===== src/rtl/demux_stream.sv =====
// demux_stream: registered 1-to-2 stream demultiplexer with valid/ready
// handshakes on the input and on both outputs.
//
// Each output owns a 2-entry FIFO, so a stalled consumer only blocks words
// destined for its own output. The destination is either sel_i or an
// alternating round-robin pointer. Per-output counters track delivered words.
//
// Ports:
//   clk_i, rst_i      clock (rising edge) and synchronous active-high reset
//   x_i, valid_i      input word and its valid
//   sel_i             destination when alt_en_i=0 (0 -> output 1, 1 -> output 2)
//   alt_en_i          1 = alternate destinations using the round-robin pointer
//   ready_o           the selected destination buffer has room
//   x1_o/valid1_o     output 1 head word and valid, ready1_i from consumer 1
//   x2_o/valid2_o     output 2 head word and valid, ready2_i from consumer 2
//   cnt1_o/cnt2_o     words delivered on each output, wrapping

module demux_stream #(
  parameter int Width    = 16,
  parameter int CntWidth = 16
) (
  input  logic                clk_i,
  input  logic                rst_i,
  input  logic [Width-1:0]    x_i,
  input  logic                sel_i,
  input  logic                alt_en_i,
  input  logic                valid_i,
  output logic                ready_o,
  output logic [Width-1:0]    x1_o,
  output logic                valid1_o,
  input  logic                ready1_i,
  output logic [Width-1:0]    x2_o,
  output logic                valid2_o,
  input  logic                ready2_i,
  output logic [CntWidth-1:0] cnt1_o,
  output logic [CntWidth-1:0] cnt2_o
);

  logic                         rr;
  logic                         dest;
  logic                         accept;
  logic [1:0]                   full;
  logic [1:0]                   consumer_ready;
  logic [1:0]                   out_valid;
  logic [1:0][Width-1:0]        out_data;
  logic [1:0][CntWidth-1:0]     out_cnt;

  assign dest           = alt_en_i ? rr : sel_i;
  assign consumer_ready = {ready2_i, ready1_i};

  // Ready looks only at registered occupancy of the chosen buffer, never at
  // the consumer readies, so a full buffer refuses input even while popping.
  assign ready_o = !rst_i && !full[dest];
  assign accept  = valid_i && ready_o;

  // The pointer advances only on words actually accepted in alternate mode;
  // leaving alternate mode freezes it where it was.
  always_ff @(posedge clk_i) begin
    if (rst_i) begin
      rr <= 1'b0;
    end else if (accept && alt_en_i) begin
      rr <= !rr;
    end
  end

  genvar g;
  generate
    for (g = 0; g < 2; g++) begin : g_buf
      logic [Width-1:0]    head;
      logic [Width-1:0]    tail;
      logic [1:0]          occ;
      logic [CntWidth-1:0] cnt;
      logic                push;
      logic                pop;

      assign push = accept && (dest == 1'(g));
      assign pop  = (occ != 2'd0) && consumer_ready[g];

      assign full[g]      = (occ == 2'd2);
      assign out_valid[g] = (occ != 2'd0);
      assign out_data[g]  = (occ != 2'd0) ? head : '0;
      assign out_cnt[g]   = cnt;

      // Two-register FIFO: head is always the oldest word. A simultaneous
      // push and pop can only happen at occupancy 1 (push needs room, pop
      // needs a word), so the incoming word simply replaces the head.
      always_ff @(posedge clk_i) begin
        if (rst_i) begin
          head <= '0;
          tail <= '0;
          occ  <= 2'd0;
          cnt  <= '0;
        end else begin
          if (pop) begin
            cnt <= cnt + 1'b1;
          end
          case ({push, pop})
            2'b10: begin
              if (occ == 2'd0) begin
                head <= x_i;
              end else begin
                tail <= x_i;
              end
              occ <= occ + 2'd1;
            end
            2'b01: begin
              head <= tail;
              occ  <= occ - 2'd1;
            end
            2'b11: begin
              head <= x_i;
            end
            default: begin
            end
          endcase
        end
      end
    end
  endgenerate

  assign x1_o     = out_data[0];
  assign x2_o     = out_data[1];
  assign valid1_o = out_valid[0];
  assign valid2_o = out_valid[1];
  assign cnt1_o   = out_cnt[0];
  assign cnt2_o   = out_cnt[1];

endmodule


===== config.mk =====
export PLATFORM = sky130hd
export DESIGN_NAME = demux_stream
export DESIGN_NICKNAME = d
export VERILOG_FILES = /design/src/rtl/demux_stream.sv
export SDC_FILE = /design/constraint.sdc
export NUM_CORES = 1
export LEC_CHECK = 0
export CORE_MARGIN = 3
export CORE_UTILIZATION = 56
export CTS_CLUSTER_DIAMETER = 50
export DETAILED_ROUTE_END_ITERATION = 8
export PLACE_DENSITY = 0.86
export SLEW_MARGIN = 20
export SYNTH_ARGS = -nofsm -noshare
export SYNTH_HDL_FRONTEND = slang
export SYNTH_SLANG_ARGS = --single-unit
export TNS_END_PERCENT = 50

===== constraint.sdc =====
create_clock -name clk_i -period 3.6 [get_ports clk_i]
set_input_delay 0.72 -clock clk_i [delete_from_list [all_inputs] [get_ports clk_i]]
set_output_delay 0.72 -clock clk_i [all_outputs]
set_load 0.02 [all_outputs]

# Word level (Yosys, flattened, before mapping)
# Index checks and enable logic that the tools add are counted.
word_totals:
  out_inout_bits: 67
  memories: 0
  mem_bits_rw: 0
  rom_bits: 0
  input_bits: 23
  wordCells: 62
  latch_bits: 0
  register_bits: 101
classes:
  eq_ne: 10
  addsub: 6
  n_div: 0
  n_shift: 0
  n_mux: 11
  n_reduce_logical: 22
  bitwise_logic: 3
  n_mul: 0
  order_cmp: 1
op_table:
  columns: ["operator", "count"]
  rows:
  - ["$pmux W16 S3", 2]
  - ["$mux W16", 4]
  - ["$add A16 B1 Y16 const B", 2]
  - ["$eq A2 B2 Y1 const B", 6]
  - ["$pmux W2 S2", 2]
  - ["$reduce_and A2 Y1", 4]
  - ["$reduce_bool A2 Y1", 4]
  - ["$logic_and A1 B1 Y1", 7]
  - ["$reduce_bool A3 Y1", 2]
  - ["$add A2 B1 Y2 const B", 2]
  - ["$eq A2 B1 Y1 const B", 2]
  - ["$logic_not A2 Y1", 2]
  - ["$ne A2 B2 Y1 const B", 2]
  - ["$sub A2 B1 Y2 const B", 2]
  - ["$logic_not A1 Y1", 3]
  - ["$mux W1", 3]
  - ["$not A1 Y1", 3]
  - ["$lt A1 B2 Y1 const B", 1]

# Logic depth before layout (Yosys ltp)
# Gate-level depths: netlist (run 1).
depth:
  ltp_word: 10
  ltp_mapped: 11
  mapped_depth_nobuf: 8

# Least setup slack after synthesis (run 1)
# Ideal clock, no wire load.
synth_path:
  kind: "in2reg"
  startpoint: "input port alt_en_i"
  endpoint: "register g_buf[0].head[0]"
  setup_slack_ps: 1027
  setup_ps: 134
  stages: 8
  t_required_ps: 3466
  n_path_buf: 2
  t_arrival_ps: 2439
  cell_sequence: "mux2i_1 nand2_1 nand4_1 ha_1 buf_2 clkbuf_1 mux2i_1 a211oi_1"
synth_between:
  elab_chain_len: 10
  word_cells_on_any_way: 15
  cone_classes: "4 x eq/ne; 4 x mux; 1 x bitwise; 6 x reduce/logical"
synth_lines:
  columns: ["item", "line_no", "text"]
  rows:
  - ["start: declaration", "26", "input logic alt_en_i,"]
  - ["$mux W1 (*)", "48", "assign dest = alt_en_i ? rr : sel_i;"]
  - ["$mux W1 (not written as such) (2 in a row)", "53", "assign ready_o = !rst_i && !full[dest];"]
  - ["$logic_not A1 Y1", "53", null]
  - ["$logic_and A1 B1 Y1", "53", null]
  - ["$logic_and A1 B1 Y1", "54", "assign accept = valid_i && ready_o;"]
  - ["$logic_and A1 B1 Y1 (*)", "76", "assign push = accept && (dest == 1'(g));"]
  - ["$eq A2 B2 Y1 or $eq A2 B1 Y1 (tied branches)", "97", "case ({push, pop})"]
  - ["$ne A2 B2 Y1 (no source line) or $reduce_bool A3 Y1 (tied branches)", null, null]
  - ["$reduce_and A2 Y1 (no source line)", null, null]
  - ["end signal: assignment", "100", "head <= x_i;"]
  - ["end signal: assignment", "107", "head <= tail;"]
  - ["end signal: assignment", "111", "head <= x_i;"]
  - ["end: declaration", "69", "logic [Width-1:0] head;"]
# Every way passes the cells marked *; elsewhere a longest branch is shown, timed or not. The select of a mux whose other input is x is not followed.
# A chain may end at the register's enable or synchronous reset.

# Worst setup path after layout (run 1)
layout_path:
  startpoint: "input port alt_en_i"
  endpoint: "output port ready_o"
layout_between:
  elab_chain_len: 5
layout_lines:
  columns: ["item", "line_no", "text"]
  rows:
  - ["$mux W1", "48", null]
  - ["$mux W1 (not written as such) (2 in a row)", "53", null]
  - ["$logic_not A1 Y1", "53", null]
  - ["$logic_and A1 B1 Y1", "53", null]
  - ["end: declaration", "28", "output logic ready_o,"]
# Every way passes these cells. The select of a mux whose other input is x is not followed.

==> results of run 1 <==
==> through the flow <==
stage	worst slack, ps	total power (W)	instance area, um2	hold WS (ps)	utilization (%)
2_1_floorplan	1027	0.001776	4532	436.0	-
3_3_place_gp	472.1	0.001969	5495	440.8	70.38
3_5_place_dp	356.3	0.001992	5495	446.9	70.38
4_1_cts	423.7	0.002644	5677	460.2	72.71
5_1_grt	370.1	0.002770	5679	480.5	72.74
6_report	513.0	0.002622	5679	459.5	72.74
==> sequential cells by signal (all words and copies together), names as in the netlist <==
register    flops
rr              1
g_buf.head     32
g_buf.tail     32
cnt1_o         16
g_buf.occ       4
cnt2_o         16
==> worst reg2reg max path, cell delays in order (launching register included) <==
cell,delay (ps)
dfxtp_1,410
nor2_4,410
inv_1,150
nand2_1,120
ha_1,160
nor2b_1,840
nand2_1,140
a21oi_1,190
==> logic make-up (layout without fill, tap and decap cells) <==
family / after synthesis / in the layout / share of synthesized area [%]
xor gates and xnor gates: 23 / 23 / 4.445
AOI/OAI and AO/OA: 100 / 100 / 13.94
buffers and inverters: 47 / 129 / 4.169
muxes: 36 / 36 / 8.007
and+or+nand+nor: 221 / 221 / 22.89
DFF: 101 / 101 / 44.62
adders and majority gates: 7 / 7 / 1.933
==> cells in the final DEF, fill, tap and decap left out, drive strengths merged, types with 3 or more instances in the layout <==
| master | count |
|---|---|
| nor2 | 64 |
| a211oi | 32 |
| clkdlybuf4s50 | 88 |
| nor3 | 8 |
| o2111ai | 3 |
| xnor2 | 16 |
| nand2 | 76 |
| clkbuf | 9 |
| mux2i | 34 |
| nand4 | 11 |
| buf | 11 |
| xor2 | 7 |
| dfxtp | 101 |
| nand3 | 6 |
| a21oi | 44 |
| nor2b | 38 |
| or3 | 9 |
| ha | 7 |
| nand2b | 3 |
| o21ai | 12 |
| inv | 17 |
| nor4 | 3 |
==> layer usage <==
| metal | GRT usage (%) | vias to the layer above | wire length, um |
|---|---|---|---|
| li1 | - | 1982 | - |
| met1 | 29.07 | 1810 | 4435 |
| met2 | 39.37 | 122 | 5088 |
| met3 | 3.597 | 21 | 536 |
| met4 | 10.66 | 0 | 191 |
| met5 | 0 | - | 0 |
==> power by group through the flow <==
stage,Clock (W),Combinational (W),Sequential [W]
finish,0.000660,0.000664,0.00130
global route,0.000717,0.000739,0.00131
CTS,0.000676,0.000670,0.00130
detailed placement,0,0.000667,0.00132
global placement,0,0.000650,0.00132
floorplan,0,0.000481,0.00129
==> final cells by class <==
| class | instances | area [um2] | area share [%] |
|---|---|---|---|
| Clock buffer | 9 | 123.9 | 2.181 |
| Clock inverter | 7 | 57.56 | 1.013 |
| Inverter | 14 | 52.55 | 0.9253 |
| Multi-Input combinational cell | 387 | 2335 | 41.11 |
| Sequential cell | 101 | 2022 | 35.60 |
| Tap cell | 102 | 127.6 | 2.247 |
| Timing Repair Buffer | 99 | 960.9 | 16.92 |
==> final timing paths <==
path              cells after the start  slack, ps              from               end
setup / recovery                      6        510          alt_en_i           ready_o
hold / removal                        2        460  g_buf[0].tail[4]  g_buf[0].tail[4]
setup reg to reg                      7       1120   g_buf[0].occ[1]  g_buf[0].tail[9]
hold reg to reg                       2        460  g_buf[0].tail[4]  g_buf[0].tail[4]
==> run_results.csv, run 1 <==
group,metric,value,unit
setup_path,critical_path.top_delay_family,"buffers and inverters",
setup_path,crit_type,"input pin to output pin",
pwr,leakagePower,1.856,nW
global_route,overflow,0,
setup_path,cp_slowest_cell,"clkdlybuf4s50_1",
setup_path,crit_buf_inv,2,
detailed_routing,ant_nets,0,
setup_path,critPathMaxFanout,3,
cells_and_area,fillers,609,
detailed_routing,drt_iter0_drc,227,
global_route,grt_pass1_wl,16.96,mm
pwr,p_switching,0.0008469,W
setup_path,cpPeakStageDelay,540,ps
timing,skew,11.04,ps
timing,slew_viol_final,0,
pwr,pwr-share-comb,25.3,%
setup_path,cp-start-kind,"input pin",
placed_design,dp_hpwl,7.297,mm
timing,worstMarginPinSlew,1062,ps
logic_synthesis,netlist_top_cells_count,"dfxtp_1 (101), nand2_1 (76), nor2_1 (63)",
detailed_routing,wl_per_cell,14.26,um
timing,fin_tns_setup,0,ps
logic_synthesis,ys_seq_area_share,44.62,%
logic_synthesis,yosys.area.top_type,"dfxtp_1",
clock_tree,clockBufferDepth,2,
logic_synthesis,ys_ff_latch,101,
setup_path,critPathArrivalTime,2370,ps
clock_tree,clk_latency,360,ps
pwr,p_sw_share,32.30,%
pwr,seqPwrFrac,49.5,%
detailed_routing,vias,3935,
logic_synthesis,syn_nets,565,
setup_path,crit_path_frequent_cell,"clkdlybuf4s50_1",
clock_tree,cts_hold_buf,0,
logic_synthesis,synth_edf_count,0,
clock_tree,cts.reportedPaths.clkPinSlew,90,ps
die,rows,32,
timing,period_needed,3087,ps
logic_synthesis,synth.distinct_cells,36,
pwr,ir_drop,0.2836,mV
die,initial_core_util,58.04,%
global_route,grt_max_degree,54,
placed_design,numPortBuffers,89,
cells_and_area,stdcell_count,719,
logic_synthesis,synthArstFlopShare,0,%
min_path,hold_class,"flip-flop to flip-flop",
clock_tree,cts_sinks,101,
setup_path,worstPathRequired,2880,ps
die,die_w,95.96,um
timing,rsz0062_at_grt,"false",
global_route,grt_use_total,23.26,%
global_route,antenna_found_initial,0,
die,io_pins,90,
logic_synthesis,synth_area,4532,um2
cells_and_area,drive_above_1_share,5.835,%
clock_tree,cts_inserted_buffers,9,
pwr,pwr-share-clk,25.2,%
logic_synthesis,syn_inst,535,
cells_and_area,area_delta_synth_final,25.32,%
cells_and_area,diodes,0,
logic_synthesis,dominantRegCellSynth,"dfxtp_1",
timing,timing.fmax,323.9,MHz
timing,setup-violations-final,0,
logic_synthesis,netlist.area_leader.share,44.62,%
die,core,7807,um2
clock_tree,cts_tree,"built",
logic_synthesis,synth_most_common_cell,"dfxtp_1",
timing,finalCritPeriodShare,85.75,%
timing,max_slew_margin,29.05,%
pwr,intPower,0.001775,W
clock_tree,h-tree-depth,3,
die,die_area,9208,um2
pwr,power_density,461.7,nW/um2
clock_tree,cts_root_buffer,"clkbuf_8",
logic_synthesis,synth-warning-count,0,
placed_design,dpl.cell_count,703,
logic_synthesis,syn_avg_cell_area,8.471,um2
setup_path,end_kind,"output pin",
global_route,grt_pass1_vias,3781,
flow_run,drv_cap,0,
logic_synthesis,synthTopCellsByArea,"dfxtp_1 (45%), mux2i_1 (7.5%), nand2_1 (6.3%), a211oi_1 (5.3%), nor2b_1 (5.2%)",
clock_tree,cts_setup_buffers,0,
detailed_routing,drc_errors,0,
status,status,"finished clean",
die,fp.dieH,95.96,um
timing,hold_viol,0,
cells_and_area,nets,642,
setup_path,cp_cell_sequence,"clkdlybuf4s50_1 > mux2i_1 > nand2_1 > o21ai_0 > nor2_1 > clkdlybuf4s50_1",
detailed_routing,drt-total-wl,10.25,mm
placed_design,place_congestion,0.8317,
detailed_routing,dr.pass1.iters,4,
detailed_routing,via_per_inst,5.473,
clock_tree,cts.repair.resized,0,
No activity file was read; power rests on OpenSTA's default activity.
==> inputs of run 2 (changes only) <==
- CELL_PAD_IN_SITES_DETAIL_PLACEMENT: unset -> 1
- CELL_PAD_IN_SITES_GLOBAL_PLACEMENT: unset -> 1
- CORE_UTILIZATION: 56 -> 41
- PLACE_DENSITY: 0.86 -> unset
- PLACE_DENSITY_LB_ADDON: unset -> 0.1
==> run 2 against run 1 <==
Net effect:
- design area grew 0.18%
- core utilization fell by 19 points
- sequential cell count unchanged
- global-route usage down 3.9 points
- sequential power barely moved
- register-to-register slack worse by 50 ps
- combinational power rose by 2%
- clock skew down 0.54 ps
- via count increased by 0.81%
- final cell count is 4.2% higher
- non-clock buffer count fell by 2
- count of clock-buffer cells in the layout is the same
- critical path type unchanged
- largest power group unchanged
==> run_results.csv, run 2 (synthesis gave the netlist of run 1 again) <==
group,metric,value,unit
status,status,"finished clean",
clock_tree,h-tree-depth,3,
global_route,use_met2,35.40,%
placed_design,place_congestion,0.7349,
global_route,antenna_found_initial,0,
die,io_pins,90,
timing,finalCritPeriodShare,87.53,%
min_path,min_to,"g_buf[0].tail[14]",
pwr,pwr-share-clk,23.8,%
cells_and_area,area_delta_synth_final,25.54,%
pwr,p_sw_share,32.72,%
detailed_routing,drc_errors,0,
placed_design,placed_cell_area,5529,um2
cells_and_area,nets,640,
die,rows,37,
min_path,min_from,"g_buf[0].tail[14]",
timing,period_needed,3151,ps
timing,skew,10.50,ps
timing,slew_viol_final,0,
timing,hold_viol,0,
detailed_routing,drt-total-wl,11.84,mm
detailed_routing,ant_nets,0,
setup_path,r2r_slack,1070,ps
global_route,use_met3,4.258,%
pwr,seqPwrFrac,50.1,%
global_route,grt_use_total,19.36,%
placed_design,dp_hpwl,8.197,mm
timing,timing.fmax,317.4,MHz
timing,rsz0062_at_grt,"false",
clock_tree,cts_inserted_buffers,9,
pwr,power_density,458.6,nW/um2
clock_tree,clk_latency,370,ps
die,die_area,12350,um2
setup_path,crit_type,"input pin to output pin",
setup_path,critPathMaxFanout,3,
setup_path,cpPeakStageDelay,620,ps
placed_design,dpl.cell_count,735,
clock_tree,cts.reportedPaths.clkPinSlew,80,ps
clock_tree,cts_sinks,101,
setup_path,crit_path_frequent_cell,"clkdlybuf4s50_1",
global_route,top_usage_layer,"met2",
global_route,overflow,0,
die,core,10560,um2
timing,worstMarginPinSlew,922.2,ps
min_path,holdPathStages,2,
pwr,leakagePower,1.838,nW
die,initial_core_util,42.94,%
setup_path,r2r-end,"g_buf[1].head[4]",
cells_and_area,layout_common_cells,"dfxtp_1 (101), clkdlybuf4s50_1 (88), nand2_1 (76)",
global_route,grt_pass1_vias,4055,
cells_and_area,final_util,53.90,%
setup_path,critPathArrivalTime,2430,ps
die,die_w,111.1,um
detailed_routing,vias,3967,
clock_tree,cts.repair.resized,0,
cells_and_area,diodes,0,
die,fp.dieH,111.1,um
cells_and_area,finalInstanceArea,5689,um2
detailed_routing,drt_iter0_drc,128,
setup_path,critical_path.top_delay_family,"buffers and inverters",
setup_path,end_kind,"output pin",
detailed_routing,dr.pass1.iters,4,
global_route,grt_pass1_wl,19.92,mm
pwr,pwr-share-comb,26.0,%
cells_and_area,layout_commonest_cell,"dfxtp_1",
global_route,grt_util_met1,22.66,%
setup_path,worstPathRequired,2880,ps
setup_path,crit_buf_inv,2,
timing,max_slew_margin,38.52,%
setup_path,cp-start-kind,"input pin",
setup_path,cp_slowest_cell,"clkdlybuf4s50_1",
pwr,intPower,0.001755,W
setup_path,cp_cell_sequence,"clkdlybuf4s50_1 > mux2i_1 > o21ai_0 > nor2_1 > clkdlybuf4s50_1",
global_route,grt_max_degree,47,
timing,fin_tns_setup,0,ps
detailed_routing,wl_per_cell,15.81,um
setup_path,r2r-start,"g_buf[1].occ[0]",
clock_tree,cts_setup_buffers,0,
timing,hold_slack,460.4,ps
cells_and_area,stdcell_count,749,
placed_design,numPortBuffers,89,
clock_tree,clockBufferDepth,2,
cells_and_area,largestRegisters,"g_buf.head (32), g_buf.tail (32)",
timing,setup-violations-final,0,
clock_tree,cts_tree,"built",
flow_run,drv_cap,0,
min_path,hold_class,"flip-flop to flip-flop",
pwr,ir_drop,0.1955,mV
setup_path,r2r_cells,5,
clock_tree,cts_hold_buf,0,
detailed_routing,via_per_inst,5.296,
clock_tree,cts_root_buffer,"clkbuf_8",
pwr,p_switching,0.0008537,W
cells_and_area,drive_above_1_share,5.546,%
[run 2: cell types whose count changed in the layout (fill, tap and decap cells not counted), sizes merged]
cell / previous run / this run
inv: 17 / 14
clkinv: 2 / 3
buf: 11 / 9
[run 2: power by group through the flow]
stage	Sequential, W	Combinational (W)	Clock [W]
floorplan	0.00129	0.000481	0
global placement	0.00133	0.000663	0
detailed placement	0.00133	0.000686	0
CTS	0.00131	0.000690	0.000650
global route	0.00132	0.000752	0.000690
finish	0.00131	0.000679	0.000622
[run 2: metrics by stage]
step	worst slack, ps	power, W
6_report	449.0	0.002609
5_1_grt	317.4	0.002766
4_1_cts	359.7	0.002648
3_5_place_dp	327.3	0.002019
3_3_place_gp	485.2	0.001989
2_1_floorplan	1027	0.001776
[run 2: metal layers]
layer | vias to the layer above | part of all wire [%]
met5 | - | 0
met1 | 1906 | 43
li1 | 1976 | -
met3 | 16 | 3.2
met4 | 0 | 1.5
met2 | 69 | 52
[run 2: how the worst max path moves through the flow]
| stage | startpoint | end | slack (ps) | cells after the start |
|---|---|---|---|---|
| floorplan | alt_en_i | g_buf[0].head[0] | 1030 | 8 |
| global placement | alt_en_i | g_buf[1].head[5] | 490 | 7 |
| detailed placement | alt_en_i | g_buf[1].head[4] | 330 | 7 |
| CTS | g_buf[1].occ[0] | x2_o[1] | 360 | 3 |
| global route | alt_en_i | ready_o | 320 | 5 |
| finish | alt_en_i | ready_o | 450 | 5 |
[run 2: worst register-to-register path: cells and delay by family (launching register included)]
kind | cells | cell delay [ps]
buffers and inverters | 1 | 230
AOI/OAI and AO/OA | 2 | 570
muxes | 1 | 180
adders and majority gates | 1 | 800
DFF | 1 | 660
[run 2: final cells by class]
cell class	instances	area (um2)
sequential	101	2022
clock buffer	9	123.9
inverter	14	52.55
tap	136	170.2
fill	1294	4866
multi-input combinational	387	2342
clock inverter	5	30.03
timing repair buffer	97	948.4
==> inputs of run 3 (changes only) <==
- MAX_ROUTING_LAYER: unset -> met4
==> run 3 against run 2 <==
Net effect:
- final cell count unchanged
- critical path depth stayed put
- via count is essentially flat
- sequential power is essentially flat
- clock power barely moved
- worst setup slack barely moved
- critical endpoint unchanged
- highest routed layer unchanged
==> run_results.csv, run 3 (synthesis gave the netlist of run 1 again) <==
group,metric,value,unit
status,status,"finished clean",
timing,setup-violations-final,0,
placed_design,dp_hpwl,8.197,mm
timing,skew,10.90,ps
setup_path,critical_path.top_delay_family,"buffers and inverters",
setup_path,cp_slowest_cell,"clkdlybuf4s50_1",
pwr,ir_drop,0.1953,mV
setup_path,r2r_cells,5,
global_route,grt_max_degree,47,
detailed_routing,drt_iter0_drc,150,
die,die_w,111.1,um
timing,rsz0062_at_grt,"false",
clock_tree,cts.repair.resized,0,
global_route,grt_pass1_vias,4044,
cells_and_area,diodes,0,
timing,setup_ws,449.0,ps
setup_path,crit_path_frequent_cell,"clkdlybuf4s50_1",
global_route,overflow,0,
timing,slew_viol_final,0,
timing,period_needed,3151,ps
clock_tree,cts_hold_buf,0,
min_path,min_from,"g_buf[1].tail[7]",
cells_and_area,layout_common_cells,"dfxtp_1 (101), clkdlybuf4s50_1 (88), nand2_1 (76)",
setup_path,crit_type,"input pin to output pin",
detailed_routing,dr.pass1.iters,4,
die,initial_core_util,42.94,%
timing,finalCritPeriodShare,87.53,%
flow_run,drv_cap,0,
global_route,antenna_found_initial,0,
setup_path,r2r-start,"g_buf[1].occ[0]",
global_route,grt_pass1_wl,19.94,mm
setup_path,cp_cell_sequence,"clkdlybuf4s50_1 > mux2i_1 > o21ai_0 > nor2_1 > clkdlybuf4s50_1",
setup_path,cpPeakStageDelay,620,ps
clock_tree,clockBufferDepth,2,
setup_path,critPathArrivalTime,2430,ps
clock_tree,h-tree-depth,3,
placed_design,numPortBuffers,89,
global_route,grt_use_total,19.97,%
die,die_area,12350,um2
detailed_routing,wl_per_cell,15.79,um
timing,hold_viol,0,
clock_tree,cts_setup_buffers,0,
setup_path,r2r-end,"g_buf[1].head[4]",
setup_path,r2r_slack,1070,ps
setup_path,worstPathRequired,2880,ps
die,io_pins,90,
timing,hold_slack,460.8,ps
min_path,holdPathStages,2,
cells_and_area,drive_above_1_share,5.546,%
detailed_routing,drc_errors,0,
die,core,10560,um2
cells_and_area,largestRegisters,"g_buf.head (32), g_buf.tail (32)",
timing,max_slew_margin,38.88,%
clock_tree,cts_tree,"built",
timing,timing.fmax,317.4,MHz
clock_tree,clk_latency,370,ps
cells_and_area,area_delta_synth_final,25.54,%
placed_design,dp_slack,327.3,ps
detailed_routing,drt-total-wl,11.83,mm
die,rows,37,
detailed_routing,ant_nets,0,
detailed_routing,vias,3970,
timing,fin_tns_setup,0,ps
clock_tree,cts_sinks,101,
placed_design,place_congestion,0.7439,
setup_path,cp-start-kind,"input pin",
setup_path,end_kind,"output pin",
clock_tree,cts_root_buffer,"clkbuf_8",
detailed_routing,via_per_inst,5.300,
die,fp.dieH,111.1,um
clock_tree,cts_inserted_buffers,9,
setup_path,critPathMaxFanout,3,
setup_path,crit_buf_inv,2,
min_path,min_to,"g_buf[1].tail[7]",
clock_tree,cts.reportedPaths.clkPinSlew,90,ps
pwr,power_density,459.0,nW/um2
min_path,hold_class,"flip-flop to flip-flop",
cells_and_area,nets,640,
cells_and_area,layout_commonest_cell,"dfxtp_1",
timing,worstMarginPinSlew,916.7,ps
pwr,leakagePower,1.838,nW
## run 3: cell counts in the layout (fill, tap and decap cells not counted)
No cell type changed its count.
## run 3: layer usage
layer	track usage, %	vias to the layer above	share of wire, %
li1	-	1977	-
met1	22.96	1906	44
met2	35.32	72	52
met3	4.148	15	3.1
met4	5.515	0	1.5
met5	-	-	0
## run 3: final cells by class
cell class,instances,area [um2]
Tap cell,136,170.2
Sequential cell,101,2022
Timing Repair Buffer,97,948.4
Clock buffer,9,123.9
Fill cell,1294,4866
Clock inverter,5,30.03
Inverter,14,52.55
Multi-Input combinational cell,387,2342
## run 3: worst max-delay path by stage
stage,cells past startpoint,startpoint,endpoint
after floorplan,8,alt_en_i,g_buf[0].head[0]
after global placement,7,alt_en_i,g_buf[1].head[5]
after detailed placement,7,alt_en_i,g_buf[1].head[4]
after CTS,3,g_buf[1].occ[0],x2_o[1]
after global routing,5,alt_en_i,ready_o
final,5,alt_en_i,ready_o
## run 3: metrics by stage
stage | utilization [%] | area (um2) | cells | power, W
6_report | 53.90 | 5689 | 749 | 0.002611
5_1_grt | 53.90 | 5689 | 749 | 0.002767
4_1_cts | 53.84 | 5683 | 749 | 0.002648
3_5_place_dp | 52.38 | 5529 | 735 | 0.002019
3_3_place_gp | 52.35 | 5525 | 735 | 0.001989
2_1_floorplan | - | 4532 | 535 | 0.001776
## run 3: worst register-to-register path: stages (launching register included)
cell      delay [ps]
dfxtp_1          660
o21ai_1          280
inv_1            230
ha_1             790
mux2i_1          190
a211oi_1         300
## run 3: where the power goes
| group | switching [W] | leakage [nW] | total [W] | internal, W |
|---|---|---|---|---|
| logic | 0.000388 | 0.941 | 0.000680 | 0.000292 |
| registers | 0.0000847 | 0.819 | 0.00131 | 0.00122 |
| clock network | 0.000383 | 0.0767 | 0.000623 | 0.000240 |
| total | 0.000856 | 1.84 | 0.00261 | 0.00176 |
